File: src/rtl/next_serial_sender_pkg.sv
// Shared types and constants for the NeXT ASIC link serial sender.
// Optional feature macro used by this slice: NEXT_SENDER_PRIORITY_EN.
package nextasic_pkg;

  typedef enum logic [1:0] {
    SND_IDLE = 2'd0,
    SND_HDR  = 2'd1,
    SND_GAP  = 2'd2,
    SND_DATA = 2'd3
  } sender_state_t;

  localparam int DEF_PKT_W = 40;
  localparam logic [39:0] AUDIO_REQ_PKT = 40'h07_0000_0000;

endpackage

File: src/rtl/next_serial_sender_if.sv
// Packet write handshake between a producer and next_serial_sender.
// With NEXT_SENDER_PRIORITY_EN defined the bus also carries in_prio.
interface next_serial_sender_if #(
  parameter int PKT_W = 40
);
  logic [PKT_W-1:0] in_data;
  logic             in_valid;
  logic             in_ready;
`ifdef NEXT_SENDER_PRIORITY_EN
  logic             in_prio;

  modport master (output in_data, output in_valid, output in_prio, input in_ready);
  modport slave  (input in_data, input in_valid, input in_prio, output in_ready);
`else
  modport master (output in_data, output in_valid, input in_ready);
  modport slave  (input in_data, input in_valid, output in_ready);
`endif
endinterface

File: src/rtl/next_serial_sender_fifo.sv
// Synchronous packet FIFO with full/empty/level; pop of an empty FIFO
// and push into a full FIFO are ignored.
module sender_fifo #(
  parameter int W     = 40,
  parameter int DEPTH = 4
) (
  input  logic                       clk,
  input  logic                       rst,
  input  logic                       push_i,
  input  logic [W-1:0]               din_i,
  input  logic                       pop_i,
  output logic [W-1:0]               dout_o,
  output logic                       full_o,
  output logic                       empty_o,
  output logic [$clog2(DEPTH):0]     level_o
);
  localparam int AW = $clog2(DEPTH);

  logic [W-1:0]  mem_q [DEPTH];
  logic [AW-1:0] wr_ptr_q, rd_ptr_q;
  logic [AW:0]   level_q;
  logic          do_push, do_pop;

  assign full_o  = (level_q == (AW+1)'(DEPTH));
  assign empty_o = (level_q == '0);
  assign level_o = level_q;
  assign dout_o  = mem_q[rd_ptr_q];
  assign do_push = push_i && !full_o;
  assign do_pop  = pop_i && !empty_o;

  always_ff @(posedge clk or posedge rst) begin
    if (rst) begin
      wr_ptr_q <= '0;
      rd_ptr_q <= '0;
      level_q  <= '0;
    end else begin
      if (do_push) wr_ptr_q <= wr_ptr_q + 1'b1;
      if (do_pop)  rd_ptr_q <= rd_ptr_q + 1'b1;
      if (do_push && !do_pop)      level_q <= level_q + 1'b1;
      else if (do_pop && !do_push) level_q <= level_q - 1'b1;
    end
  end

  // Storage carries data only, so it is left out of reset.
  always_ff @(posedge clk) begin
    if (do_push) mem_q[wr_ptr_q] <= din_i;
  end

endmodule

File: src/rtl/next_serial_sender.sv
// NeXT ASIC link frame transmitter: header slot, idle gap, FIFO-fed data slot.
// NEXT_SENDER_PRIORITY_EN adds a one-entry priority bypass served before the FIFO.
module next_serial_sender
  import nextasic_pkg::*;
#(
  parameter int               PKT_W      = DEF_PKT_W,
  parameter int               FIFO_DEPTH = 4,
  parameter int               GAP        = 3,
  parameter logic [PKT_W-1:0] REQ_PKT    = PKT_W'(AUDIO_REQ_PKT)
) (
  input  logic                          clk,
  input  logic                          rst,
  next_serial_sender_if.slave           in_if,
  input  logic                          req_mode,
  input  logic                          req_tick,
  output logic                          sout,
  output logic                          busy,
  output logic                          data_loss,
  output logic                          tick_missed,
  output logic [$clog2(FIFO_DEPTH):0]   fifo_level
);
  localparam logic [1:0] S_IDLE = SND_IDLE;
  localparam logic [1:0] S_HDR  = SND_HDR;
  localparam logic [1:0] S_GAP  = SND_GAP;
  localparam logic [1:0] S_DATA = SND_DATA;
  localparam int         CNT_W  = $clog2(PKT_W + GAP + 2);

  logic [1:0]       state_q, state_d;
  logic [CNT_W-1:0] cnt_q, cnt_d;
  logic [PKT_W:0]   sh_q, sh_d;
  logic             data_loss_q, tick_missed_q;
  logic             pop, accept, fifo_push, fifo_pop;
  logic             fifo_full, fifo_empty, src_vld;
  logic [PKT_W-1:0] fifo_dout, src_data;

  assign in_if.in_ready = !fifo_full && !rst;
  assign accept         = in_if.in_valid && in_if.in_ready;

`ifdef NEXT_SENDER_PRIORITY_EN
  logic             prio_vld_q;
  logic [PKT_W-1:0] prio_q;
  logic             prio_wr;

  // A prioritised write only bypasses while the priority slot is free.
  assign prio_wr   = accept && in_if.in_prio && !prio_vld_q;
  assign fifo_push = accept && !prio_wr;
  assign fifo_pop  = pop && !prio_vld_q;
  assign src_vld   = prio_vld_q || !fifo_empty;
  assign src_data  = prio_vld_q ? prio_q : fifo_dout;

  always_ff @(posedge clk or posedge rst) begin
    if (rst)               prio_vld_q <= 1'b0;
    else if (prio_wr)      prio_vld_q <= 1'b1;
    else if (pop)          prio_vld_q <= 1'b0;
  end

  always_ff @(posedge clk) begin
    if (prio_wr) prio_q <= in_if.in_data;
  end
`else
  assign fifo_push = accept;
  assign fifo_pop  = pop;
  assign src_vld   = !fifo_empty;
  assign src_data  = fifo_dout;
`endif

  sender_fifo #(.W(PKT_W), .DEPTH(FIFO_DEPTH)) u_fifo (
    .clk     (clk),
    .rst     (rst),
    .push_i  (fifo_push),
    .din_i   (in_if.in_data),
    .pop_i   (fifo_pop),
    .dout_o  (fifo_dout),
    .full_o  (fifo_full),
    .empty_o (fifo_empty),
    .level_o (fifo_level)
  );

  // Each slot runs cnt from its length-1 down to 0; the shift register drains to zero.
  always_comb begin
    state_d = state_q;
    cnt_d   = cnt_q;
    sh_d    = sh_q;
    pop     = 1'b0;
    case (state_q)
      S_IDLE: if (req_tick) begin
        sh_d    = req_mode ? {1'b1, REQ_PKT} : '0;
        cnt_d   = CNT_W'(PKT_W);
        state_d = S_HDR;
      end
      S_HDR: begin
        sh_d = {sh_q[PKT_W-1:0], 1'b0};
        if (cnt_q == '0) begin
          cnt_d   = CNT_W'(GAP - 1);
          state_d = S_GAP;
        end else cnt_d = cnt_q - 1'b1;
      end
      S_GAP: begin
        if (cnt_q == '0) begin
          pop     = src_vld;
          sh_d    = src_vld ? {1'b1, src_data} : '0;
          cnt_d   = CNT_W'(PKT_W);
          state_d = S_DATA;
        end else cnt_d = cnt_q - 1'b1;
      end
      default: begin
        sh_d = {sh_q[PKT_W-1:0], 1'b0};
        if (cnt_q == '0) state_d = S_IDLE;
        else             cnt_d   = cnt_q - 1'b1;
      end
    endcase
  end

  always_ff @(posedge clk or posedge rst) begin
    if (rst) begin
      state_q       <= S_IDLE;
      cnt_q         <= '0;
      sh_q          <= '0;
      data_loss_q   <= 1'b0;
      tick_missed_q <= 1'b0;
    end else begin
      state_q       <= state_d;
      cnt_q         <= cnt_d;
      sh_q          <= sh_d;
      data_loss_q   <= in_if.in_valid && !in_if.in_ready;
      tick_missed_q <= req_tick && (state_q != S_IDLE);
    end
  end

  assign sout        = sh_q[PKT_W];
  assign busy        = (state_q != S_IDLE);
  assign data_loss   = data_loss_q;
  assign tick_missed = tick_missed_q;

endmodule

File: src/flat_wrapper.sv
// flat-port wrapper written by rule: the top's interface ports become plain ports
module next_serial_sender_flat import nextasic_pkg::*;
#(
  parameter int               PKT_W      = DEF_PKT_W,
  parameter int               FIFO_DEPTH = 4,
  parameter int               GAP        = 3,
  parameter logic [PKT_W-1:0] REQ_PKT    = PKT_W'(AUDIO_REQ_PKT)
)
  (clk, rst, req_mode, req_tick, sout, busy, data_loss, tick_missed, fifo_level, in_if_in_data, in_if_in_valid, in_if_in_ready);
  next_serial_sender_if #(.PKT_W(PKT_W)) in_if_i ();
  input  logic clk;
  input  logic rst;
  input  logic req_mode;
  input  logic req_tick;
  output logic sout;
  output logic busy;
  output logic data_loss;
  output logic tick_missed;
  output logic [$clog2(FIFO_DEPTH):0] fifo_level;
  input wire logic [$bits(in_if_i.in_data)-1:0] in_if_in_data;
  input wire logic [$bits(in_if_i.in_valid)-1:0] in_if_in_valid;
  output wire logic [$bits(in_if_i.in_ready)-1:0] in_if_in_ready;
  assign in_if_i.in_data = in_if_in_data;
  assign in_if_i.in_valid = in_if_in_valid;
  assign in_if_in_ready = in_if_i.in_ready;
  next_serial_sender #(.PKT_W(PKT_W), .FIFO_DEPTH(FIFO_DEPTH), .GAP(GAP), .REQ_PKT(REQ_PKT)) u_core (.clk(clk), .rst(rst), .in_if(in_if_i), .req_mode(req_mode), .req_tick(req_tick), .sout(sout), .busy(busy), .data_loss(data_loss), .tick_missed(tick_missed), .fifo_level(fifo_level));
endmodule
File: config.mk
export PLATFORM = sky130hd
export DESIGN_NAME = next_serial_sender_flat
export DESIGN_NICKNAME = d
export VERILOG_FILES = /design/src/rtl/next_serial_sender_pkg.sv /design/src/rtl/next_serial_sender_if.sv /design/src/rtl/next_serial_sender_fifo.sv /design/src/rtl/next_serial_sender.sv /design/src/flat_wrapper.sv
export SDC_FILE = /design/constraint.sdc
export NUM_CORES = 1
export LEC_CHECK = 0
export CORE_ASPECT_RATIO = 1.1
export CORE_MARGIN = 3
export CORE_UTILIZATION = 40
export CTS_CLUSTER_DIAMETER = 150
export DETAILED_ROUTE_END_ITERATION = 6
export DONT_BUFFER_PORTS = 1
export MAX_ROUTING_LAYER = met4
export PLACE_DENSITY = 0.52
export SLEW_MARGIN = 20
export SYNTH_ARGS = -nofsm -noshare
export SYNTH_HDL_FRONTEND = slang
export SYNTH_SLANG_ARGS = --single-unit
File: constraint.sdc
create_clock -name clk -period 3 [get_ports clk]
set_input_delay 0.15 -clock clk [delete_from_list [all_inputs] [get_ports clk]]
set_output_delay 0.15 -clock clk [all_outputs]
set_load 0.005 [all_outputs]
==> run metrics <==
Final #Nets=621; PD cells=758 mW/mm^2; FFs w/ async S/R, synth=26.6%; RSZ-0062 raised after global routing=false; core region area=0.0214 sq mm; clock slew at reported path FFs=60 ps; maxcap violations=0; Post-CTS Hold Buffers=44; YS warnings=0; Via Count=4,696; critical setup path kind=reg -> reg; H-tree Lvls=1; worst-path fanout max=6; final worst slack=586 ps; DRC=0; Post-Synth XOR/XNOR Area=0.804%; clk buf depth=3; Layout Cells excl Fill=873; crit path DAT=2800 ps; Comb power frac=14.5%; top-count cell post-synth=edfxtp_1; max-slew violation count=0; Post-Synth Adder-Cell Area=1.67%; post-route ant nets=0; sequential area share after synthesis=71.8%; Avg Inst Size Synth=17.0 sq um; Mapped Area=0.00872 sq mm; hold crit path type=in -> reg; Die H=161 um; wire length per cell=19.7 um; final global-route overflow total=0; postcts setup bufs=0; Starting Density=40.8%; dpl cells=785; IO Port Bufs=0; fmax=0.414 GHz; largest family of logic cells by synthesized area=multiplexers; worst relative slew slack=41.4%; CP required=3380 ps; Simple-Gate Fraction of Synth Area=2.57%; Final period util=80.5%; Design Power=0.00782 W; post-cts resize count=0; Post-synth EDFFs=160; Synth Area in Compound Gates=10.1%; root buffer cell=clkbuf_16; vias per cell=5.38; cell-internal power=0.00592 W; sequential share of power=48.6%; clock skew=9.46 ps; site row count=56; gpl congestion=0.782; predominant post-synthesis flop cell=edfxtp_1; post-route setup TNS=0 ps; fraction of layout cells with a size suffix above 1=18.6%; Pre-Repair DR Iteration Count=5; vias in the first global route=4,918; largest net degree at the start of global routing=43; Peak VDD IR=0.426 mV; # clock sinks=218; Switching Share=24.3%; initial drt markers=230; synth unique cells=45; Net Switching=0.00190 W; crit start category=flip-flop; cts bufs inserted=24; worst skew pair latency=500 ps; post-DP HPWL=9.88 mm; Area Growth Syn to Fin=18.3%; most frequent cells after synthesis=edfxtp_1 (160), a21oi_1 (84), dfrtp_1 (58); final-report hold violation count=0; first-pass GRT wire length=27.9 mm; Yosys top cell area share=55.1%; Syn Nets=570; drt total wl=17.2 mm; Die Area=0.0236 sq mm; clock power share=36.9%; leakage=3.58 nW; area leader, netlist=edfxtp_1; flops & latches, synth=218; initial antenna violation count=1; CP endpoint kind=flip-flop; outcome=complete, no violations; Tot GR Track Use=15.3%; Fillers=1,792; die width=147 um; multiplexer share of the synthesized area=10.7%; pre-CTS WS=584 ps; worst-margin pin slew=879 ps; # setup viols final=0; final worst path period need=2410 ps; top post-synthesis cells by area=edfxtp_1 (55%), dfrtp_1 (17%), mux4_2 (10%); I/O Pins=53; Mapped Cells=514; CTS tree=built
## state kept, by name, indices dropped and copies added (netlist names), 2 cells and up
name,count
u_core.sh_q,41
u_core.cnt_q,6
u_core.state_q,2
u_core.u_fifo.level_o,3
u_core.u_fifo.wr_ptr_q,2
u_core.u_fifo.mem_q,160
u_core.u_fifo.rd_ptr_q,2
## layout make-up
cell class,count,area (sq um),share of cell area (%)
Clock inverter,16,158,1.53
Inverter,10,37.5,0.364
Multi-Input combinational cell,250,2270,22.0
Tap cell,290,363,3.52
Clock buffer,27,633,6.14
Antenna cell,1,2.50,0.0243
Timing Repair Buffer,61,593,5.75
Sequential cell,218,6260,60.7
## per-layer routing
layer / wire length (um) / GRT usage (%)
met4: 207 / 3.08
met5: 0 / -
met3: 754 / 2.68
met1: 7520 / 20.7
met2: 8710 / 24.8
## worst max-delay path, cell delays in order, from the launching register on
cell and delay (ps):
dfrtp_1 430, or3_1 530, nor2_1 260, nand2_1 130, ha_1 220, inv_1 80, fa_1 400, mux2_2 260
## layout by cell type, fill, tap and decap left out, drive strengths merged, types with 9 or more instances in the layout
master	instances
a21oi	84
a22oi	37
buf	17
clkbuf	27
clkinv	10
dfrtp	58
dlygate4sd3	44
edfxtp	160
ha	10
inv	10
mux4	40
nand2	9
## through the flow
stage          hold WS, ps  utilization (%)  area (sq um)
6_report              67.2             48.3         10300
5_1_grt               84.4             48.3         10300
4_1_cts               32.2             48.2         10300
3_5_place_dp           214             42.5          9080
3_3_place_gp           199             42.5          9080
2_1_floorplan          249                -          8720
## power by group through the flow
stage               Combinational (W)  Clock (W)  Sequential [W]
floorplan                    0.000842          0         0.00379
global placement              0.00108          0         0.00385
detailed placement            0.00110          0         0.00387
CTS                           0.00117    0.00298         0.00381
global route                  0.00126    0.00312         0.00384
finish                        0.00113    0.00288         0.00380
## final timing paths
| check | start | end | slack [ps] | depth (start not counted) |
|---|---|---|---|---|
| worst min-delay path | req_tick | u_core.sh_q[33] | 70 | 4 |
| worst min register to register | u_core.sh_q[15] | u_core.sh_q[15] | 530 | 2 |
| worst max-delay path | u_core.cnt_q[2] | u_core.u_fifo.level_o[1] | 590 | 7 |
| min in group asynchronous | rst | u_core.state_q[0] | 270 | 2 |
| worst max register to register | u_core.cnt_q[2] | u_core.u_fifo.level_o[1] | 590 | 7 |
| max in group asynchronous | rst | u_core.sh_q[8] | 1890 | 3 |
## logic make-up (layout without fill, tap and decap cells)
logic type               Yosys count  after routing
buffers and inverters             46            114
flip-flops                       218            218
XOR/XNOR                           8              8
other                              0              1
AO/OA/AOI/OAI                    146            146
adder cells (fa/ha/maj)           11             11
AND/OR/NAND/NOR                   42             42
multiplexers                      43             43
No activity file was read; power rests on OpenSTA's default activity.
